<file path="src/rtl/sinepwm_multi.sv">
// sinepwm_multi: DDS phase accumulator driving PHASES phase-shifted, amplitude-scaled sine PWM outputs.
// Latency: pwm_out is registered 1 clk behind the carrier counter; host inputs act at the next carrier period start.
// Backpressure: none; free-running on the prescaler tick, inputs sampled once per carrier period (glitch-free).
module sinepwm_multi #(
    parameter int PHASES   = 3,
    parameter int PWM_BITS = 8,
    parameter int TBL_BITS = 5,
    parameter int ACC_BITS = 32,
    parameter int DIVIDER  = 1000
) (
    input  logic                clk,
    input  logic                rst,
    input  logic                enable,
    input  logic signed [31:0]  freq,
    input  logic [PWM_BITS-1:0] amplitude,
    output logic                en,
    output logic [PHASES-1:0]   pwm_out,
    output logic                sync
);
    localparam int TBL_SIZE  = 1 << TBL_BITS;
    localparam int SHIFT     = ACC_BITS - TBL_BITS;
    localparam int PRE_BITS  = (DIVIDER > 0) ? $clog2(DIVIDER + 1) : 1;
    localparam int PROD_BITS = 2 * PWM_BITS + 1;
    localparam logic [PWM_BITS-1:0] CNT_LAST = PWM_BITS'((1 << PWM_BITS) - 2);
    localparam logic [PWM_BITS-1:0] MID      = PWM_BITS'(1 << (PWM_BITS - 1));
    localparam logic [ACC_BITS-1:0] OFS      = ACC_BITS'((65'd1 << ACC_BITS) / PHASES);

    // Rounded sine sample scaled to +/-(2^(PWM_BITS-1)-1); evaluated at elaboration only
    function automatic logic signed [PWM_BITS-1:0] sin_entry(input int i);
        real v;
        int  r;
        v = $sin(2.0 * 3.14159265358979323846 * real'(i) / real'(TBL_SIZE))
            * real'((1 << (PWM_BITS - 1)) - 1);
        r = (v >= 0.0) ? $rtoi(v + 0.5) : -$rtoi(0.5 - v);
        return PWM_BITS'(r);
    endfunction

    logic [PRE_BITS-1:0]        presc;
    logic [PWM_BITS-1:0]        pwm_cnt;
    logic [ACC_BITS-1:0]        acc;
    logic [PWM_BITS-1:0]        duty [PHASES];
    logic                       run;
    logic                       tick;
    logic                       period_start;
    logic [ACC_BITS-1:0]        finc;
    logic [ACC_BITS:0]          acc_sum;
    logic [ACC_BITS-1:0]        acc_nxt;
    logic                       wrap;
    logic [PWM_BITS-1:0]        duty_nxt [PHASES];
    logic signed [PWM_BITS-1:0] sin_tbl [TBL_SIZE];

    for (genvar i = 0; i < TBL_SIZE; i++) begin : g_tbl
        assign sin_tbl[i] = sin_entry(i);
    end

    assign tick         = (presc == '0);
    assign period_start = tick && (pwm_cnt == CNT_LAST);

    // Signed increment: the carry bit of the widened sum is a wrap for forward rotation,
    // and its absence is a borrow (wrap) for reverse rotation.
    assign finc    = ACC_BITS'(freq);
    assign acc_sum = {1'b0, acc} + {1'b0, finc};
    assign acc_nxt = acc_sum[ACC_BITS-1:0];
    assign wrap    = (finc != '0) && (finc[ACC_BITS-1] ? ~acc_sum[ACC_BITS] : acc_sum[ACC_BITS]);

    // Per-channel table lookup at the phase-shifted accumulator and amplitude scaling
    for (genvar k = 0; k < PHASES; k++) begin : g_ch
        localparam logic [ACC_BITS-1:0] CH_OFS = ACC_BITS'(k) * OFS;
        logic [TBL_BITS-1:0]         idx;
        logic signed [PROD_BITS-1:0] prod;
        assign idx  = TBL_BITS'((acc_nxt + CH_OFS) >> SHIFT);
        assign prod = PROD_BITS'(sin_tbl[idx]) * PROD_BITS'($signed({1'b0, amplitude}));
        assign duty_nxt[k] = MID + PWM_BITS'(prod >>> PWM_BITS);
    end

    // Prescaler: down counter that pulses tick at zero and reloads DIVIDER
    always_ff @(posedge clk or posedge rst) begin
        if (rst)       presc <= '0;
        else if (tick) presc <= PRE_BITS'(DIVIDER);
        else           presc <= presc - PRE_BITS'(1);
    end

    // Carrier counter: 0 .. 2^PWM_BITS-2 per tick, wrap marks the period start
    always_ff @(posedge clk or posedge rst) begin
        if (rst)               pwm_cnt <= '0;
        else if (period_start) pwm_cnt <= '0;
        else if (tick)         pwm_cnt <= pwm_cnt + PWM_BITS'(1);
    end

    // Period-start update: sample enable, advance phase, load duties, flag phase wrap
    always_ff @(posedge clk or posedge rst) begin
        if (rst) begin
            acc  <= '0;
            run  <= 1'b0;
            sync <= 1'b0;
            for (int k = 0; k < PHASES; k++) duty[k] <= '0;
        end else begin
            sync <= 1'b0;
            if (period_start) begin
                run <= enable;
                if (enable) begin
                    acc  <= acc_nxt;
                    sync <= wrap;
                    for (int k = 0; k < PHASES; k++) duty[k] <= duty_nxt[k];
                end else begin
                    for (int k = 0; k < PHASES; k++) duty[k] <= '0;
                end
            end
        end
    end

    // Comparator outputs, registered so pins never glitch
    always_ff @(posedge clk or posedge rst) begin
        if (rst) begin
            pwm_out <= '0;
        end else begin
            for (int k = 0; k < PHASES; k++) pwm_out[k] <= run && (pwm_cnt < duty[k]);
        end
    end

    // Driver enable pin follows the host enable every clk, independent of the carrier
    always_ff @(posedge clk or posedge rst) begin
        if (rst) en <= 1'b0;
        else     en <= enable;
    end
endmodule

</file>
<file path="config.mk">
export PLATFORM = sky130hd
export DESIGN_NAME = sinepwm_multi
export DESIGN_NICKNAME = d
export VERILOG_FILES = /design/src/rtl/sinepwm_multi.sv
export SDC_FILE = /design/constraint.sdc
export NUM_CORES = 1
export LEC_CHECK = 0
export ABC_AREA = 1
export BUFFER_PORTS_ARGS = -buffer_cell sky130_fd_sc_hd__buf_2
export CAP_MARGIN = 20
export CORE_MARGIN = 2
export CORE_UTILIZATION = 59
export CTS_BUF_LIST = sky130_fd_sc_hd__clkbuf_4
export CTS_CLUSTER_DIAMETER = 40
export DETAILED_ROUTE_END_ITERATION = 6
export GPL_TIMING_DRIVEN = 0
export PLACE_DENSITY = 0.75
export SETUP_SLACK_MARGIN = 0.3
export SYNTH_ARGS = -nofsm -noshare
export SYNTH_HDL_FRONTEND = slang
export SYNTH_SLANG_ARGS = --single-unit
</file>
<file path="constraint.sdc">
create_clock -name clk -period 19.3 [get_ports clk]
set_input_delay 4.825 -clock clk [delete_from_list [all_inputs] [get_ports clk]]
set_output_delay 4.825 -clock clk [all_outputs]
set_load 0.01 [all_outputs]
</file>
* After elaboration in Yosys (flattened, before gate mapping)
Memory sizes are Yosys's and may differ from the RTL's. Index checks and enable logic that the tools add are counted.
Storage, ports and cells: bits in registers 80, memory bits (read-only) 768, input bits 43, logic and storage cells 57, memories 3
Memories:
- (no name shown) | words 32, bits a word 8, rd ports 1, clocked after Yosys merged registers in 0, wr ports 0, RTL line 72 | assign prod = PROD_BITS'(sin_tbl[idx]) * PROD_BITS'($signed({1'b0, amplitude}));
- (no name shown) | words 32, bits a word 8, rd ports 1, clocked after Yosys merged registers in 0, wr ports 0, RTL line 72
- (no name shown) | words 32, bits a word 8, rd ports 1, clocked after Yosys merged registers in 0, wr ports 0, RTL line 72
Cells by class: add/subtract/negate cells 8, multiply operators 3, order comparisons 6, equality and inequality tests 1, multiplexer cells 13, bitwise gates (word level) 4, reductions and logical operators 9
Operators with widths (number):
- $mux 8 | 8
- $mul 8x9->16 | 3
- $add 32x32->33 | 1
- $add 32x31->32 const B | 1
- $add 32x32->32 const B | 1
- $reduce_bool 32->1 | 1
- $add 8x8->8 const A | 3
- $lt 8x8->1 | 3
- $mux 24 | 1
- $ge 6x6->1 const B | 3
- $not 5->6 | 3
- $logic_not 10->1 | 1
- $mux 10 | 1
- $sub 10x1->10 const B | 1
- $add 8x1->8 const B | 1
- $eq 8x8->1 const B | 1
- $logic_and 1x1->1 | 5
- $mux 1 | 3
- $reduce_and 2->1 | 1
- $reduce_bool 2->1 | 1
- $not 1->1 | 1

* Logic depth before layout (Yosys ltp)
Gate-level depths: netlist of run 1.
word-level depth 9, mapped depth 59, mapped depth without buffers 59

* Least setup slack after synthesis of run 1
No wires, ideal clock.
path kind input-to-reg, start point input freq[0], end point register duty[14] (netlist bit), setup time 132 ps, arrival 11490 ps, data required time 19168 ps, slack 7678 ps, stages 50, buffers on the path 2, path through ha_1 -> inv_1 -> fa_1 -> inv_1 -> nand3_2 -> nand2_2 -> nand3_1 -> nand3_1 -> nand3_1 -> nand2_1 -> nand2_1 -> nand2_2 -> buf_4 -> ha_1 -> nand3_2 -> nor2_2 -> nand3_2 -> nand4_2 -> (+14 left out) -> o31ai_1 -> nand2_1 -> nand2_1 -> nand2_1 -> nand2_1 -> nand2_1 -> nand2_1 -> nand2_1 -> nand2_1 -> nand2_1 -> nand2_1 -> nand2_1 -> nand2_1 -> nand2_1 -> inv_1 -> o21ai_0 -> nand2_1 -> o22ai_1
On the way: longest elaborated chain between the ends 9
RTL lines:
- start, declared | RTL line 14 | input logic signed [31:0] freq,
- $add 32x32->33 | RTL line 62 | assign acc_sum = {1'b0, acc} + {1'b0, finc};
- $add 32x31->32 | RTL line 71 | assign idx = TBL_BITS'((acc_nxt + CH_OFS) >> SHIFT);
- $not 5->6 (implied by the code) | RTL line 72
- $mem_v2 32x8
- $mux 8 (implied by the code) (2 in series) | RTL line 72
- $mul 8x9->16 | RTL line 72
- $add 8x8->8 | RTL line 73 | assign duty_nxt[k] = MID + PWM_BITS'(prod >>> PWM_BITS);
- $mux 24 | RTL line 101 | if (enable) begin
- end, declared | RTL line 41 | logic [PWM_BITS-1:0] duty [PHASES];
No other way between the ends. The select of a mux whose other input is x is not followed. A chain may end at the register's enable or synchronous reset.

* Worst setup path in the final report of run 1
Same ends and word-level chain as after synthesis.

==> key figures, run 1 <==
CTS
  • TritonCTS buffer count: 9
  • CTS tree: yes
  • Clk pin slew, worst setup/hold paths: 0.16 ns
  • Clock buffer depth: 2
  • H-tree levels: 3
  • # Post-CTS Setup Buffers: 0
  • Post_cts resized: 0
  • CTS root buffer: clkbuf_4
  • Sink Count: 80
  • Later-pin clock latency in the skew report: 0.47 ns
  • # hold bufs at CTS: 0

Critical path
  • Critical path startpoint category: primary input
  • Critical path's most frequent cell: nand2_1
  • Critical path class: in2reg
  • Slowest stage cell on the critical path: o31ai_1
  • CP peak stage delay: 0.56 ns
  • CP endpoint kind: register
  • CP Data Required Time: 19.65 ns
  • Crit path DAT: 13.40 ns
  • Crit-path max FO: 13

Synthesis
  • Number of synthesized flops with an enable pin: 0
  • Top post-synthesis cells by area: nand2_1 16%, ha_1 16%, fa_1 14%
  • Post-synthesis compound-gate area fraction: 0.0797
  • Post-synth cell types: 53
  • Main combinational cell family by area after synthesis: simple AND/OR/NAND/NOR gates
  • Adder-Cell Fraction of Synth Area: 0.302
  • Cells after Synth: 2258
  • Ys flop type: dfrtp_1
  • Share of the synthesized area in the top cell type: 0.160
  • Synth warnings: 0
  • Sequential fraction of the synthesis area: 0.135
  • Leading area contributor after synthesis: nand2_1
  • Syn nets: 2596
  • Mapped cell area: 14900 um^2
  • Synthesized area per cell: 6.59 um^2
  • Post-synthesis simple-gate area fraction: 0.361
  • #FFs+latches synth: 80
  • Xor/xnor cell area share of the yosys netlist: 0.00824
  • Post-synth ARST share: 1.00
  • Mux cell area share after synthesis: 0

Cells and area
  • Area of the multi-input gates: 11200 um^2
  • Nets@finish: 2650
  • Layout area overhead: 5.57%
  • Sequential Area: 2000 um^2
  • Post-Layout Inst Area: 15700 um^2
  • Fillers: 2395
  • Most common cell after layout, fill and taps aside: nand2_1
  • Most frequent cells in the layout: 634 x nand2_1, 379 x inv_1, 247 x nor2_1
  • Diodes inserted: 0
  • Final Core Density: 0.629
  • Non-Filler Instances: 2647
  • Share of cells above drive strength 1: 0.0937

Timing
  • Max-Slew Margin vs Limit: 0.472
  • Hold WS: 0.500 ns
  • Fin. Hold Viols: 0
  • Clock Skews: 0.0292 ns
  • Unrepaired setup endpoints after global routing: false
  • Setup WS post-layout: 6.25 ns
  • Max Clk Rate: 76.6 MHz
  • Slew @ Worst Pin: 0.792 ns
  • Slew Limit Fails: 0
  • Final Cycle Share: 0.676
  • Setup-failing EPs final: 0
  • Fin crit period: 13.05 ns
  • Setup TNS: 0 ns

Routing
  • Initial DRC count: 1193
  • Post-Route WL: 42500 um
  • DR WL/cell: 16.1 um
  • ANT nets after route: 0
  • DRC: 0
  • Detailed Routing Iterations Pass 1: 6
  • Via/cell ratio: 5.55
  • Routed vias: 14703

Power and ir drop
  • Power density over the cells: 79.5 nW/um^2
  • Pleak: 8.90 nW
  • Peak supply drop: 0.0701 mV
  • Overall power: 1.25 mW

Job
  • Max-cap check violation count: 0

Global routing
  • Initial antenna violation count: 0
  • Pin count of the biggest net entering global routing: 57
  • Congestion Overflow GR: 0
  • Vias in the first global route: 14206
  • First-pass GRT wire length: 70000 um
  • Gr usage total: 0.331

Floorplanning
  • Die area: 26500 um^2
  • Cell row count: 58
  • Vert. Die Dim: 163 um
  • Core area: 25000 um^2
  • Starting Density: 0.596
  • I/O pin cnt: 48
  • Chip width: 163 um

Placement
  • Place WS: 5.87 ns
  • Routability congestion estimate: 0.995
  • Cell Count Post-Placement: 2631
  • Placed inst area: 15500 um^2
  • DP HPWL: 34900 um
  • Number of port buffers: 42

Min path
  • Hold Crit Class: reg2reg

Status
  • Status: finished clean
-- routing by layer --
layer,vias to the layer above,share of wire,track usage
li1,7210,-,-
met1,6876,0.44,0.444
met2,528,0.46,0.558
met3,89,0.075,0.0502
met4,0,0.024,0.0869
met5,-,0,0
-- power by group --
group | switching [mW] | leakage (nW) | internal (mW)
combinational | 0.594 | 7.86 | 0.355
clock | 0.0763 | 0.0954 | 0.0558
sequential | 0.0000209 | 0.946 | 0.168
-- flip-flops by register name, summed over array words and instances (netlist names) --
name and count:
acc 32, duty 24, en 1, presc 10, pwm_cnt 8, pwm_out 3, run 1, sync 1
-- synth_stat cells (8+ instances only) --
master	number
inv_1	380
nand3_2	10
o21ai_0	70
dfrtp_1	80
clkinv_1	8
clkbuf_1	23
fa_1	106
nand4_1	36
xor2_1	8
o22ai_1	16
nand2_1	634
nor2_2	24
o21ai_1	9
nand3_1	158
nor3_1	13
nor2_1	247
nand2_2	64
ha_1	189
a21oi_1	63
inv_2	20
nor4_1	9
-- kinds of logic (layout without fill, tap and decap cells) --
family / Yosys count / count (layout)
buffers and inverters: 442 / 501
and+or+nand+nor: 1224 / 1224
AOI/OAI and AO/OA: 203 / 203
DFF: 80 / 80
adders and majority gates: 295 / 295
xor gates and xnor gates: 14 / 14
-- final cells by class --
class                           count  share of cell area
Clock inverter                      7             0.00693
Sequential cell                    80               0.127
Clock buffer                        9             0.00430
Buffer                             34              0.0111
Inverter                          408              0.0976
Multi-Input combinational cell   1736               0.711
Tap cell                          330              0.0263
Timing Repair Buffer               43              0.0151
-- path summary, 6_finish.rpt --
check,startpoint,depth (start not counted),endpoint,slack [ns]
min in group asynchronous,rst,2,acc[10],4.31
hold / removal,presc[9],1,presc[9],0.50
hold reg to reg,presc[9],1,presc[9],0.50
setup / recovery,freq[0],51,duty[14],6.25
setup reg to reg,acc[0],50,duty[14],10.35
max in group asynchronous,rst,3,pwm_cnt[2],14.39
-- worst max-delay path: cells and delay by family --
kind / cells / cell delay, ns
buf+inv: 9 / 0.93
compound gates: 4 / 0.80
simple gates: 30 / 3.54
fa+ha+maj: 8 / 3.30
(Power assumes the default switching activity.)
==> run 2, diff against run 1 <==
--- a/config.mk
+++ b/config.mk
@@ -5,7 +5,7 @@
 export SDC_FILE = /design/constraint.sdc
 export NUM_CORES = 1
 export LEC_CHECK = 0
-export ABC_AREA = 1
+export ABC_AREA = 0
 export BUFFER_PORTS_ARGS = -buffer_cell sky130_fd_sc_hd__buf_2
 export CAP_MARGIN = 20
 export CORE_MARGIN = 2
==> constraint.sdc (replaced) <==
create_clock -name clk -period 12.2 [get_ports clk]
set_input_delay 3.05 -clock clk [delete_from_list [all_inputs] [get_ports clk]]
set_output_delay 3.05 -clock clk [all_outputs]
set_load 0.01 [all_outputs]
==> key figures, run 2 <==
Global routing
  • Pin count of the biggest net entering global routing: 63
  • Congestion Overflow GR: 0
  • Global route hottest layer: met2
  • Initial antenna violation count: 1
  • Met3 Use GR: 0.0589
  • Vias in the first global route: 12586
  • GRT met1 Usage: 0.422
  • Met2 usage: 0.512
  • Gr usage total: 0.314
  • First-pass GRT wire length: 62500 um

Floorplanning
  • Die area: 24900 um^2
  • Starting Density: 0.597
  • Cell row count: 56
  • Core area: 23400 um^2
  • Vert. Die Dim: 158 um
  • Chip width: 158 um
  • I/O pin cnt: 48

Cells and area
  • Area of the multi-input gates: 11700 um^2
  • Sequential Area: 2000 um^2
  • Final Core Density: 0.682
  • Share of cells above drive strength 1: 0.169
  • Largest register FFs: 32
  • Biggest regs: acc: 32 flops, duty: 24 flops, presc: 10 flops
  • Reg with most FFs: acc
  • Most common cell after layout, fill and taps aside: inv_1
  • Nets@finish: 2108
  • Most frequent cells in the layout: 179 x inv_1, 176 x ha_1, 137 x nand2_1
  • Non-Filler Instances: 2097
  • Post-Layout Inst Area: 16000 um^2
  • Fillers: 1967
  • Layout area overhead: 14.1%

CTS
  • Clk pin slew, worst setup/hold paths: 0.14 ns
  • H-tree levels: 3
  • CTS tree: yes
  • Clock buffer depth: 2
  • Later-pin clock latency in the skew report: 0.48 ns
  • TritonCTS buffer count: 9
  • Sink Count: 80
  • # hold bufs at CTS: 0
  • CTS root buffer: clkbuf_4

Timing
  • Final Cycle Share: 0.959
  • Hold WS: 0.463 ns
  • Setup WS post-layout: 0.500 ns
  • Slew Limit Fails: 0
  • Fin. Hold Viols: 0
  • Setup-failing EPs final: 0
  • Max-Slew Margin vs Limit: 0.324
  • Slew @ Worst Pin: 1.01 ns
  • Unrepaired setup endpoints after global routing: true
  • Setup TNS: 0 ns
  • Max Clk Rate: 85.5 MHz
  • Fin crit period: 11.70 ns
  • Clock Skews: 0.0322 ns

Synthesis
  • #FFs+latches synth: 80
  • Most common cell in the netlist: ha_1
  • Mapped cell area: 14000 um^2
  • Number of synthesized flops with an enable pin: 0
  • Syn nets: 2010
  • Adder-Cell Fraction of Synth Area: 0.322
  • Post-synthesis simple-gate area fraction: 0.206
  • Top post-synthesis cells by area: ha_1 17%, fa_1 15%, dfrtp_1 14%
  • Leading area contributor after synthesis: ha_1
  • Main combinational cell family by area after synthesis: adder cells
  • Sequential fraction of the synthesis area: 0.143
  • Mux cell area share after synthesis: 0.0164
  • Post-synth cell types: 109
  • Xor/xnor cell area share of the yosys netlist: 0.0332
  • Synthesized area per cell: 8.36 um^2
  • Ys flop type: dfrtp_1
  • Post-synth ARST share: 1.00
  • Synth warnings: 0
  • Post-synthesis compound-gate area fraction: 0.206
  • Share of the synthesized area in the top cell type: 0.169
  • Cells after Synth: 1672
  • Top cells by count, synth: 189 x ha_1, 184 x inv_1, 142 x nand2_1

Critical path
  • CP endpoint kind: register
  • Crit path DAT: 12.04 ns
  • Slowest stage cell on the critical path: fa_1
  • CP peak stage delay: 0.55 ns
  • Crit-path max FO: 8
  • Critical path startpoint category: primary input
  • Critical path's most frequent cell: fa_1
  • Critical path class: in2reg
  • CP Data Required Time: 12.54 ns
  • R2R Setup Slk: 2.77 ns

Placement
  • Placed inst area: 14700 um^2
  • Routability congestion estimate: 0.940
  • Cell Count Post-Placement: 2038
  • Number of port buffers: 46
  • Place WS: -1.87 ns
  • DP HPWL: 29900 um

Routing
  • DR WL/cell: 18.6 um
  • Via/cell ratio: 6.20
  • DRC: 0
  • Detailed Routing Iterations Pass 1: 6
  • Initial DRC count: 1053
  • Routed vias: 12996
  • ANT nets after route: 0
  • Post-Route WL: 39000 um

Job
  • Max-cap check violation count: 0

Power and ir drop
  • Pleak: 7.51 nW
  • Overall power: 2.11 mW
  • Peak supply drop: 0.275 mV
  • Power density over the cells: 133 nW/um^2

Status
  • Status: finished clean

Min path
  • Hold Crit Class: reg2reg
-- run 2: changes by cell type after synthesis, moves of 50 or more --
cell	change
inv_1	-196
nor2b_1	+50
nand3_1	-142
and2_1	+70
nand2_1	-492
nand2_2	-64
nor2_1	-150
-- run 2: logic make-up after synthesis --
family / count (synthesis)
buffers and inverters: 258
adders and majority gates: 296
xor gates and xnor gates: 53
AOI/OAI and AO/OA: 414
DFF: 80
muxes: 20
and+or+nand+nor: 551
-- run 2: cell type report --
class	count	share of cell area
clock inverters	6	0.00408
inverters	184	0.0437
diodes	3	0.000471
clock buffers	10	0.00471
well taps	319	0.0250
multi-input cells	1334	0.736
plain buffers	74	0.0257
flip-flops and latches	80	0.126
repair buffers	87	0.0352
-- run 2: what timing repair did --
item	4_1_cts	5_1_grt
buffers inserted	9	31
pin swaps	10	40
gates resized for setup	60	156
cloned	0	0
endpoints found under the setup margin	18	12
-- run 2: final timing paths --
kind	cells past startpoint	startpoint	end
max	41	freq[9]	duty[15]
min	1	presc[0]	presc[0]
max reg2reg	40	acc[9]	duty[15]
min reg2reg	1	presc[0]	presc[0]
max in group asynchronous	3	rst	sync
min in group asynchronous	2	rst	en
-- run 2: critical path, delay by kind of cell --
family / cells / cell delay (ns)
AO/OA/AOI/OAI: 15 / 3.28
XOR/XNOR: 3 / 0.51
adder cells (fa/ha/maj): 7 / 2.99
buffers and inverters: 9 / 1.12
AND/OR/NAND/NOR: 7 / 1.08
-- run 2: per-layer routing --
metal | vias up | routed length, um
li1 | 6076 | -
met1 | 6355 | 16800
met2 | 476 | 18500
met3 | 89 | 2640
met4 | 0 | 1120
met5 | - | 0
-- run 2: power breakdown --
group,switching [mW],internal (mW),leakage (nW)
Sequential,0.0000350,0.265,0.935
Clock,0.107,0.0661,0.0792
Combinational,0.960,0.715,6.50
